--- src/rtl/mcp3008_responder_if.sv ---
// rtl/mcp3008_responder_if.sv - SPI bit-stream bundle between ADC master and responder
interface mcp3008_responder_if;
  logic cs;
  logic din;
  logic dout;

  modport master (output cs, output din, input dout);
  modport slave (input cs, input din, output dout);
endinterface

--- src/rtl/mcp3008_responder.sv ---
// rtl/mcp3008_responder.sv - MCP3008 ADC responder model, one bit per clk
// Decodes start/SGL/D2..D0, then returns null bit, B9..B0 and an optional LSB-first tail.
module mcp3008_responder #(
  parameter int SAMPLE_CYCLES = 1,
  parameter bit LSB_TAIL      = 1'b1
) (
  input  logic               clk,
  input  logic               rst,
  mcp3008_responder_if.slave spi,
  input  logic [79:0]        ch_data,
  output logic               busy,
  output logic [2:0]         sel_ch,
  output logic               sgl,
  output logic               conv_done,
  output logic               frame_err
);

  typedef enum logic [2:0] {IDLE, CFG, SAMPLE, NULL, MSB, TAIL, DONE} state_t;

  state_t      state;
  logic [2:0]  cfg_q;
  logic [1:0]  cfg_cnt;
  logic [3:0]  samp_cnt;
  logic [3:0]  bit_idx;
  logic [9:0]  shift_q;

  logic [9:0]  ch [8];
  logic [9:0]  ch_pos;
  logic [9:0]  ch_neg;
  logic [10:0] diff;
  logic [9:0]  result;

  // sel_ch/sgl are already updated at T4, so they steer the latch edge directly.
  always_comb begin
    for (int i = 0; i < 8; i++) ch[i] = ch_data[10*i +: 10];
    ch_pos = ch[sel_ch];
    ch_neg = ch[{sel_ch[2:1], ~sel_ch[0]}];
    diff   = {1'b0, ch_pos} - {1'b0, ch_neg};
    if (sgl)
      result = ch_pos;
    else
      result = diff[10] ? 10'd0 : diff[9:0];
  end

  always_ff @(posedge clk or negedge rst) begin
    if (!rst) begin
      state     <= IDLE;
      spi.dout  <= 1'b1;
      busy      <= 1'b0;
      sel_ch    <= 3'd0;
      sgl       <= 1'b0;
      conv_done <= 1'b0;
      frame_err <= 1'b0;
      shift_q   <= 10'd0;
      cfg_q     <= 3'd0;
      cfg_cnt   <= 2'd0;
      samp_cnt  <= 4'd0;
      bit_idx   <= 4'd0;
    end else begin
      conv_done <= 1'b0;
      frame_err <= 1'b0;
      if (state != IDLE && spi.cs) begin
        state     <= IDLE;
        spi.dout  <= 1'b1;
        busy      <= 1'b0;
        frame_err <= state inside {CFG, SAMPLE, NULL, MSB};
      end else begin
        case (state)
          IDLE: begin
            spi.dout <= 1'b1;
            if (!spi.cs && spi.din) begin
              state   <= CFG;
              busy    <= 1'b1;
              cfg_cnt <= 2'd0;
            end
          end
          CFG: begin
            spi.dout <= 1'b1;
            cfg_cnt  <= cfg_cnt + 2'd1;
            if (cfg_cnt == 2'd3) begin
              sgl      <= cfg_q[2];
              sel_ch   <= {cfg_q[1:0], spi.din};
              samp_cnt <= 4'(SAMPLE_CYCLES - 1);
              state    <= SAMPLE;
            end else begin
              cfg_q <= {cfg_q[1:0], spi.din};
            end
          end
          SAMPLE: begin
            if (samp_cnt == 4'd0) begin
              shift_q  <= result;
              spi.dout <= 1'b0;
              state    <= NULL;
            end else begin
              spi.dout <= 1'b1;
              samp_cnt <= samp_cnt - 4'd1;
            end
          end
          NULL: begin
            spi.dout <= shift_q[9];
            bit_idx  <= 4'd8;
            state    <= MSB;
          end
          MSB: begin
            spi.dout <= shift_q[bit_idx];
            if (bit_idx == 4'd0) begin
              conv_done <= 1'b1;
              bit_idx   <= 4'd1;
              state     <= LSB_TAIL ? TAIL : DONE;
            end else begin
              bit_idx <= bit_idx - 4'd1;
            end
          end
          TAIL: begin
            spi.dout <= shift_q[bit_idx];
            if (bit_idx == 4'd9)
              state <= DONE;
            else
              bit_idx <= bit_idx + 4'd1;
          end
          default: spi.dout <= 1'b0;
        endcase
      end
    end
  end

endmodule

--- src/flat_wrapper.sv ---
// flat-port wrapper written by rule: the top's interface ports become plain ports
module mcp3008_responder_flat 
#(
  parameter int SAMPLE_CYCLES = 1,
  parameter bit LSB_TAIL      = 1'b1
)
  (clk, rst, ch_data, busy, sel_ch, sgl, conv_done, frame_err, spi_cs, spi_din, spi_dout);
  mcp3008_responder_if spi_i ();
  input  logic clk;
  input  logic rst;
  input  logic [79:0] ch_data;
  output logic busy;
  output logic [2:0] sel_ch;
  output logic sgl;
  output logic conv_done;
  output logic frame_err;
  input wire logic [$bits(spi_i.cs)-1:0] spi_cs;
  input wire logic [$bits(spi_i.din)-1:0] spi_din;
  output wire logic [$bits(spi_i.dout)-1:0] spi_dout;
  assign spi_i.cs = spi_cs;
  assign spi_i.din = spi_din;
  assign spi_dout = spi_i.dout;
  mcp3008_responder #(.SAMPLE_CYCLES(SAMPLE_CYCLES), .LSB_TAIL(LSB_TAIL)) u_core (.clk(clk), .rst(rst), .spi(spi_i), .ch_data(ch_data), .busy(busy), .sel_ch(sel_ch), .sgl(sgl), .conv_done(conv_done), .frame_err(frame_err));
endmodule
--- config.mk ---
export PLATFORM = sky130hd
export DESIGN_NAME = mcp3008_responder_flat
export DESIGN_NICKNAME = d
export VERILOG_FILES = /design/src/rtl/mcp3008_responder_if.sv /design/src/rtl/mcp3008_responder.sv /design/src/flat_wrapper.sv
export SDC_FILE = /design/constraint.sdc
export NUM_CORES = 1
export LEC_CHECK = 0
export CAP_MARGIN = 20
export CELL_PAD_IN_SITES_DETAIL_PLACEMENT = 1
export CELL_PAD_IN_SITES_GLOBAL_PLACEMENT = 2
export CORE_ASPECT_RATIO = 0.75
export CORE_MARGIN = 2
export CORE_UTILIZATION = 29
export CTS_CLUSTER_DIAMETER = 30
export DETAILED_ROUTE_END_ITERATION = 16
export GPL_ROUTABILITY_DRIVEN = 1
export PLACE_DENSITY = 0.78
export REMOVE_ABC_BUFFERS = 1
export SKIP_CTS_REPAIR_TIMING = 1
export SKIP_LAST_GASP = 1
export SYNTH_ARGS = -nofsm -noshare
export SYNTH_HDL_FRONTEND = slang
export SYNTH_SLANG_ARGS = --single-unit
--- constraint.sdc ---
create_clock -name clk -period 3.37 [get_ports clk]
set_input_delay 0.674 -clock clk [delete_from_list [all_inputs] [get_ports clk]]
set_output_delay 0.674 -clock clk [all_outputs]
set_load 0.03 [all_outputs]
# After elaboration in Yosys (flattened, before gate mapping)

Cells that the tools add are included.

Memories kept: 0
Latch bits: 0
Logic and storage cells: 100
Output and inout port bits: 8
RAM bits: 0
Memory bits (read-only): 0
Register bits after elaboration: 34

Shift-type cells: 0
Eq/ne operators: 16
Divide/modulo/power cells: 0
Reductions and logical operators: 24
Bitwise operators: 5
$add $sub $neg: 5
Order comparisons: 3
Multiplexer cells: 35
Multipliers: 0

Operator list:

| kind                | count |
|---|---|
| $bmux 10 s3         | 2 |
| $mux 10             | 6 |
| $mux 3              | 6 |
| $pmux 3 s6          | 1 |
| $mux 4              | 4 |
| $reduce_and 3->1    | 5 |
| $pmux 4 s3          | 1 |
| $sub 10x10->11      | 1 |
| $mux 1              | 10 |
| $ne 3x2->1 const B  | 3 |
| $ge 4x4->1 const B  | 2 |
| $logic_not 4->1     | 2 |
| $not 3->4           | 2 |
| $pmux 4 s2          | 1 |
| $reduce_bool 2->1   | 4 |
| $sub 4x1->4 const B | 2 |
| $reduce_bool 7->1   | 1 |
| $eq 3x2->1 const B  | 2 |
| $eq 3x3->1 const B  | 2 |
| $ne 2x2->1 const B  | 3 |
| $ne 3x1->1 const B  | 2 |
| $reduce_and 6->1    | 1 |
| $reduce_bool 3->1   | 2 |
| $lt 4x5->1 const B  | 1 |
| other kinds (18)    | 22 |

# Longest topological paths before layout

Gate-level depths: netlist of the first run.

Depth after elaboration: 8
Gate-level depth with buffers: 11
Mapped depth without buffers: 10

# Worst setup path after synthesis of the first run

Ideal clock, no wire load.

Path type: flip-flop to flip-flop
Start point: reg u_core.sel_ch[1]
End point: reg u_core.shift_q[2]
Setup time: 77 ps
Setup slack: 27 ps
Required time: 3293 ps
Stages on the path, launching flop included: 12
Data arrival time: 3265 ps
Path buffers: 1
Cells stage by stage: dfrtp_1 buf_6 mux4_2 mux2_2 ha_1 fa_1 nand2b_1 a21oi_2 o21ai_1 a211oi_4 a32oi_1 a21oi_1

Cells in the longest elaborated chain, start to end: 7
Elaborated cells between the ends (all ways): 11

Ends and longest elaborated chain:

| item                                            | line                                             | source |
|---|---|---|
| start: declaration                              | mcp3008_responder.sv:12                          | `output logic [2:0] sel_ch,` |
| start signal: assignment                        | mcp3008_responder.sv:82                          | `sel_ch <= {cfg_q[1:0], spi.din};` |
| $not 3->4, on equally long branches             | mcp3008_responder.sv:36, mcp3008_responder.sv:37 |  |
| $bmux 10 s3, on equally long branches           | mcp3008_responder.sv:36, mcp3008_responder.sv:37 |  |
| $mux 10, on equally long branches (2 in series) | mcp3008_responder.sv:36, mcp3008_responder.sv:37 |  |
| $sub 10x10->11                                  | mcp3008_responder.sv:38                          | `diff = {1'b0, ch_pos} - {1'b0, ch_neg};` |
| $mux 10                                         | mcp3008_responder.sv:42                          | `result = diff[10] ? 10'd0 : diff[9:0];` |
| $mux 10 (*)                                     | mcp3008_responder.sv:39                          | `if (sgl)` |
| end signal: assignment                          | mcp3008_responder.sv:91                          | `shift_q <= result;` |
| end: declaration                                | mcp3008_responder.sv:25                          | `logic [9:0] shift_q;` |

Every way passes the cells marked *; elsewhere a longest branch is shown, timed or not. The select of a mux whose other input is x is not followed.
A chain may end at the register's enable or synchronous reset.

# Worst setup path in the final report of the first run

Start point: in ch_data[60]
End point: reg u_core.shift_q[3]

Cells in the longest elaborated chain, start to end: 6
Elaborated cells between the ends (all ways): 9

Ends and longest elaborated chain:

| item                                            | line                                             | source |
|---|---|---|
| start: declaration                              | flat_wrapper.sv:11                               | `input logic [79:0] ch_data;` |
| $bmux 10 s3, on equally long branches           | mcp3008_responder.sv:36, mcp3008_responder.sv:37 |  |
| $mux 10, on equally long branches (2 in series) | mcp3008_responder.sv:36, mcp3008_responder.sv:37 |  |
| $sub 10x10->11 (*)                              | mcp3008_responder.sv:38                          |  |
| $mux 10 (*)                                     | mcp3008_responder.sv:42                          |  |
| $mux 10 (*)                                     | mcp3008_responder.sv:39                          |  |

Marked as above.

==> run summary, run 1 <==
Outcome: complete, no violations
Clock latency on the worst-skew pair: 0.28 ns
Mean routed wirelength per cell: 16.2 µm
Slew Limit Fails: 0
Post-synth EDFFs: 0
CP max stage delay: 0.48 ns
Worst-path clk slew: 0.06 ns
Dpl hpwl: 7430 µm
Antenna-violating nets left: 0
Synth area leader: dfrtp_1
Area grow syn2layout: 49.2%
First-pass GRT wire length: 15400 µm
DR pass1 iterations: 4
Core area: 10200 µm²
Placed Area: 4300 µm²
Sw Share: 42.4%
Grt ovf: 0
Period minus WS final: 3.25 ns
CTS Sinks: 34
FMAX: 0.307 GHz
Power Internal: 2.80 mW
#FFs+latches synth: 34
Clock buffer depth: 2
Diodes inserted: 0
Number of distinct library cells after synthesis: 59
Crit path max fanout: 5
Multi-input combinational cell area: 2080 µm²
Fill count: 1175
Critical path capture point type: flop
Top Ports: 92
Die area: 11200 µm²
Reg area: 852 µm²
H-tree depth: 2
Largest net degree at the start of global routing: 35
Hold Slack: 0.462 ns
Logic pwr share: 76.1%
Vias in the first global route: 3128
P_sw: 2.06 mW
Fin area: 4500 µm²
Yosys top cell area share: 27.4%
Final setup vio count: 0
Most frequent cells after synthesis: nor2_1 (34), dfrtp_1 (33), nand2_1 (32)
# nets final: 530
Crit-path slowest cell: mux4_2
RSZ-0062 raised after global routing: true
Leak: 1.84 nW
TritonCTS buffer count: 5
WS Path Type: in -> reg
Die Width: 122 µm
Gr usage total: 17.1%
DRT Wirelength: 9150 µm
Cell Pwr Density: 1080 nW/µm²
Starting density of the core: 29.5%
Syn Inst Count: 311
Initial antenna violation count: 0
Remaining DRCs: 0
DR vias/cell: 5.10
Seq/Total Area, Yosys: 28.2%
Clock skew: 0.00823 ns
Reg power frac: 14.7%
Fin. Hold Viols: 0
FFs w/ async S/R, synth: 100%
Worst slew margin: 60.6%
Yosys Warn Count: 0
Iteration-0 DRC Markers: 106
Critical path arrival: 3.46 ns
Die height: 92.3 µm
Avg Inst Size Synth: 9.70 µm²
Synthesized area: 3020 µm²
Largest cells by area after synthesis: dfrtp_1 (27%), mux4_2 (16%), ha_1 (6.6%), nor2_1 (4.2%), nand2_1 (4.0%)
VDD IR max: 0.000430 V
Count leader, synth: nor2_1
# port buffers: 91
Period Utilization, post-route: 96.6%
Gp weighted congestion: 0.793
Dpl ws: -0.297 ns
Max-cap violations: 0
Total Power: 4.87 mW
Ys flop type: dfrtp_1
TritonCTS clock tree: built
Slew @ Worst Pin: 0.591 ns
Crit-path cells: clkdlybuf4s50_1 > mux4_2 > mux2_4 > ha_4 > fa_2 > nand2b_4 > a21oi_4 > o21ai_2 > a211oi_4 > buf_6 > a22oi_1 > a21oi_1
Row count: 32
Critical Path RT: 3.57 ns
HP Class: reg -> reg
Worst setup margin: 0.116 ns
Share of cells above drive strength 1: 21.9%
CP Launch Type: input port
Clock power frac: 9.2%
CTS root buffer: clkbuf_16
DR vias: 2889
==> flip-flops by register name (all words and copies together) (netlist names) <==
signal	flops
u_core.shift_q	10
u_core.bit_idx	4
u_core.samp_cnt	4
u_core.cfg_q	3
u_core.sel_ch	3
u_core.state	3
u_core.cfg_cnt	2
u_core.busy	1
u_core.conv_done	1
u_core.frame_err	1
u_core.sgl	1
u_core.spi.dout	1
==> per-layer routing <==
layer  GRT usage [%]  wire length, µm  up-vias
met4            3.45               79        0
met1            24.7             4550     1429
met2            27.7             4270       50
met5               0                0        -
met3            2.16              239        8
li1                -                -     1402
==> critical path: cells and delay by family <==
| family | cells | cell delay [ns] |
|---|---|---|
| buffers and inverters | 2 | 0.56 |
| AND/OR/NAND/NOR | 1 | 0.16 |
| AO/OA/AOI/OAI | 5 | 0.79 |
| adder cells (fa/ha/maj) | 2 | 0.53 |
| multiplexers | 2 | 0.76 |
==> through the flow <==
stage,util [%],TNS [ns],std cells
after floorplan,-,-4.83,294
after global placement,42.1,-2.00,557
after detailed placement,42.1,-2.70,557
after CTS,43.5,-0.0618,565
after global routing,44.1,-0.0169,566
final,44.1,0,566
==> cell families (layout without fill, tap and decap cells) <==
logic type | after synthesis | after routing | synth area share (%)
simple gates | 102 | 102 | 16.1
compound gates | 76 | 76 | 16.8
mux | 46 | 46 | 25.3
flops | 34 | 34 | 28.2
buf+inv | 29 | 148 | 4.19
fa+ha+maj | 17 | 17 | 7.30
xor+xnor | 7 | 7 | 2.03
==> cell usage in the layout (no fill, tap or decap), types with 3 or more instances in the layout <==
master and instances:
clkdlybuf4s50_1 87, nor2_1 34, buf_4 34, dfrtp_1 33
nand2_1 32, mux4_2 22, a21oi_1 22, ha_1 15
o21ai_1 13, mux2i_1 11, inv_1 7, mux2_2 7
xnor2_1 7, and3_1 6, nor3_1 6, nand2b_1 6
inv_2 5, o21ai_0 5, clkbuf_16 5, a22oi_1 4
dlymetal6s2s_1 4, mux2_4 3, nand3_1 3, o31ai_1 3
mux2_1 3, a31oi_1 3
==> cell type report <==
cell class,instances,share of cell area (%)
sequential,34,18.9
timing repair buffer,128,27.1
clock inverter,2,0.222
multi-input combinational,248,46.1
tap,136,3.78
clock buffer,6,2.86
inverter,12,1.00
==> power groups by stage <==
stage / combinational, mW / clock (mW) / sequential (mW)
6_report: 3.70 / 0.449 / 0.716
5_1_grt: 4.10 / 0.472 / 0.743
4_1_cts: 3.55 / 0.455 / 0.715
3_5_place_dp: 3.52 / 0 / 0.718
3_3_place_gp: 3.45 / 0 / 0.711
2_1_floorplan: 2.07 / 0 / 0.801
==> worst paths after layout <==
| path | endpoint | start | cells after the start | slack, ns |
|---|---|---|---|---|
| min in group asynchronous | u_core.shift_q[5] | rst | 2 | 0.81 |
| hold / removal | u_core.sgl | u_core.cfg_q[2] | 2 | 0.46 |
| hold reg to reg | u_core.sgl | u_core.cfg_q[2] | 2 | 0.46 |
| setup reg to reg | u_core.shift_q[3] | u_core.sel_ch[1] | 12 | 0.19 |
| max in group asynchronous | u_core.spi.dout | rst | 2 | 2.22 |
| setup / recovery | u_core.shift_q[3] | ch_data[60] | 12 | 0.12 |
No activity file was read; power rests on OpenSTA's default activity.
==> run 2, diff against run 1 <==
--- a/config.mk
+++ b/config.mk
@@ -9,12 +9,12 @@
 export CELL_PAD_IN_SITES_DETAIL_PLACEMENT = 1
 export CELL_PAD_IN_SITES_GLOBAL_PLACEMENT = 2
 export CORE_ASPECT_RATIO = 0.75
-export CORE_MARGIN = 2
+export CORE_MARGIN = 10
 export CORE_UTILIZATION = 29
 export CTS_CLUSTER_DIAMETER = 30
 export DETAILED_ROUTE_END_ITERATION = 16
 export GPL_ROUTABILITY_DRIVEN = 1
-export PLACE_DENSITY = 0.78
+export PLACE_DENSITY_LB_ADDON = 0.08
 export REMOVE_ABC_BUFFERS = 1
 export SKIP_CTS_REPAIR_TIMING = 1
 export SKIP_LAST_GASP = 1
==> run 2 against run 1 <==
Sequential power is 6.6% lower. Fmax down 0.65%. Combinational power grew 1%. Global-route usage fell by 3.9 points. Setup slack worse by 0.021 ns. Core utilization decreased by 0.28 points. Register-to-register slack better by 0.05 ns. Flip-flop and latch count did not move. Routed wire length rose by 3.3%. Hold slack gained 0.0091 ns. Clock-buffer cell count grew 1. Clock skew shrank 0.0059 ns. Critical path type unchanged. Largest cell class unchanged.
==> run summary, run 2 (synthesis results as in run 1) <==
Max-cap violations: 0 (unchanged)
Die Width: 138 µm (+13%)
Clock skew: 0.00230 ns (-0.00594 ns)
# port buffers: 91 (unchanged)
# nets final: 529 (-0.19%)
Leak: 1.79 nW (-2.7%)
Fin. Hold Viols: 0 (unchanged)
Clock buffer depth: 2 (unchanged)
CTS root buffer: clkbuf_16
Worst setup margin: 0.0942 ns (-0.0214 ns)
Diodes inserted: 0 (unchanged)
Hold Slack: 0.471 ns (+0.00913 ns)
Critical Path RT: 3.50 ns (-0.07 ns)
R2r worst-path depth: 11 (-1)
Logic pwr share: 77.3% (+1.2 points)
Antenna-violating nets left: 0 (unchanged)
Worst slew margin: 60.7% (+0.10 points)
P_sw: 2.04 mW (-1.3%)
Gp weighted congestion: 0.771 (-2.7%)
Largest net degree at the start of global routing: 35 (unchanged)
Most frequent cells in the layout: clkdlybuf4s50_1 (91), nor2_1 (34), buf_4 (33), dfrtp_1 (33), nand2_1 (31)
Initial antenna violation count: 0 (unchanged)
Met2 wire len: 4220 µm (-1.3%)
Remaining DRCs: 0 (unchanged)
Gr usage total: 13.3% (-3.9 points)
TritonCTS buffer count: 5 (unchanged)
VDD IR max: 0.000442 V (+2.7%)
Period Utilization, post-route: 97.2% (+0.63 points)
WS Path Type: in -> reg
Total Power: 4.85 mW (-0.39%)
Dpl hpwl: 7740 µm (+4.2%)
Critical path arrival: 3.41 ns (-0.05 ns)
Sw Share: 42.0% (-0.41 points)
Critical path capture point type: flop
RSZ-0062 raised after global routing: true
Iteration-0 DRC Markers: 105 (-0.94%)
Fill count: 1164 (-0.94%)
Slew @ Worst Pin: 0.590 ns (-0.00156 ns)
Share of cells above drive strength 1: 21.7% (-0.13 points)
Biggest regs: u_core.shift_q (10), u_core.bit_idx (4), u_core.samp_cnt (4)
CP Launch Type: input port
CTS Sinks: 34 (unchanged)
Crit path to: u_core.shift_q[5]
Starting density of the core: 29.5% (unchanged)
Period minus WS final: 3.28 ns (+0.0214 ns)
Cell Pwr Density: 1080 nW/µm² (+0.25%)
Power Internal: 2.81 mW (+0.32%)
Clock power frac: 8.9% (-0.3 points)
Commonest non-fill, non-tap cell in the layout: clkdlybuf4s50_1
DRT Wirelength: 9440 µm (+3.3%)
TritonCTS clock tree: built
Area grow syn2layout: 48.3%
H-tree depth: 2 (unchanged)
Top Ports: 92 (unchanged)
Reg2reg setup slack: 0.24 ns (+0.05 ns)
Slew Limit Fails: 0 (unchanged)
Reg power frac: 13.8% (-0.9 points)
DR pass1 iterations: 4 (unchanged)
Clock latency on the worst-skew pair: 0.28 ns (about the same)
First-pass GRT wire length: 16000 µm (+4.2%)
Row count: 32 (unchanged)
RR Endpoint: u_core.shift_q[5]
HP Class: reg -> reg
Dpl ws: -0.279 ns (+0.0177 ns)
FMAX: 0.305 GHz (-0.65%)
Fin area: 4470 µm² (-0.64%)
Max reg flops: 10 (unchanged)
Worst-path clk slew: 0.05 ns (about the same)
Worst Setup SP: ch_data[11]
Outcome: complete, no violations
DR top layer: met4
Mean routed wirelength per cell: 16.7 µm (+3.6%)
Final setup vio count: 0 (unchanged)
Crit path max fanout: 2 (-3)
Placed Area: 4300 µm² (unchanged)
Die area: 14900 µm² (+33%)
Register with the most flip-flops: u_core.shift_q
DR vias/cell: 5.06 (-0.90%)
Grt ovf: 0 (unchanged)
Routed met3 length: 389 µm (+63%)
Reg2reg start: u_core.sel_ch[1]
Vias in the first global route: 3109 (-0.61%)
Die height: 108 µm (+17%)
DR vias: 2853 (-1.2%)
Routed metal-1 wirelength: 4750 µm (+4.3%)
Total negative slack: 0 ns (unchanged)
Core area: 10200 µm² (unchanged)
==> run 2: layout make-up <==
cell class                      count  area [µm²]  area share, %
Clock buffer                        7         133           2.97
Inverter                           12        45.0           1.01
Multi-Input combinational cell    248        2070           46.3
Sequential cell                    34         852           19.0
Tap cell                          136         170           3.80
Timing Repair Buffer              127        1200           26.9
==> run 2: power by group through the flow <==
stage	Sequential [mW]	Combinational (mW)	Clock, mW
after detailed placement	0.675	3.63	0
after global routing	0.691	4.17	0.465
final	0.669	3.75	0.431
after CTS	0.669	3.65	0.447
after global placement	0.673	3.56	0
after floorplan	0.801	2.07	0
==> run 2: metrics by stage <==
step	utilization, %	cells
floorplan	-	294
global placement	42.1	557
detailed placement	42.1	557
CTS	43.4	564
global route	43.8	564
finish	43.8	564
==> run 2: layer usage <==
| layer | vias up | GRT usage [%] |
|---|---|---|
| met1 | 1390 | 18.2 |
| met5 | - | 0 |
| li1 | 1403 | - |
| met4 | 0 | 2.45 |
| met2 | 50 | 20.9 |
| met3 | 10 | 3.38 |
==> run 2: worst min-delay path by stage <==
stage               cells after the start  slack [ns]                 to        startpoint
floorplan                               0        0.38  u_core.bit_idx[0]               rst
global placement                        2        0.47         u_core.sgl   u_core.cfg_q[2]
detailed placement                      2        0.47   u_core.sel_ch[0]  u_core.sel_ch[0]
CTS                                     2        0.48   u_core.sel_ch[0]  u_core.sel_ch[0]
global route                            2        0.50         u_core.sgl   u_core.cfg_q[2]
finish                                  2        0.47         u_core.sgl   u_core.cfg_q[2]
==> run 2: worst max-delay path, stage by stage <==
cell and delay (ns):
clkdlybuf4s50_1 0.40, mux4_2 0.47, mux2_2 0.30, ha_1 0.29, nor2b_4 0.13, o2111a_1 0.24, a2111oi_1 0.40, buf_4 0.19
xnor2_1 0.06, a22oi_1 0.16, a21oi_1 0.09
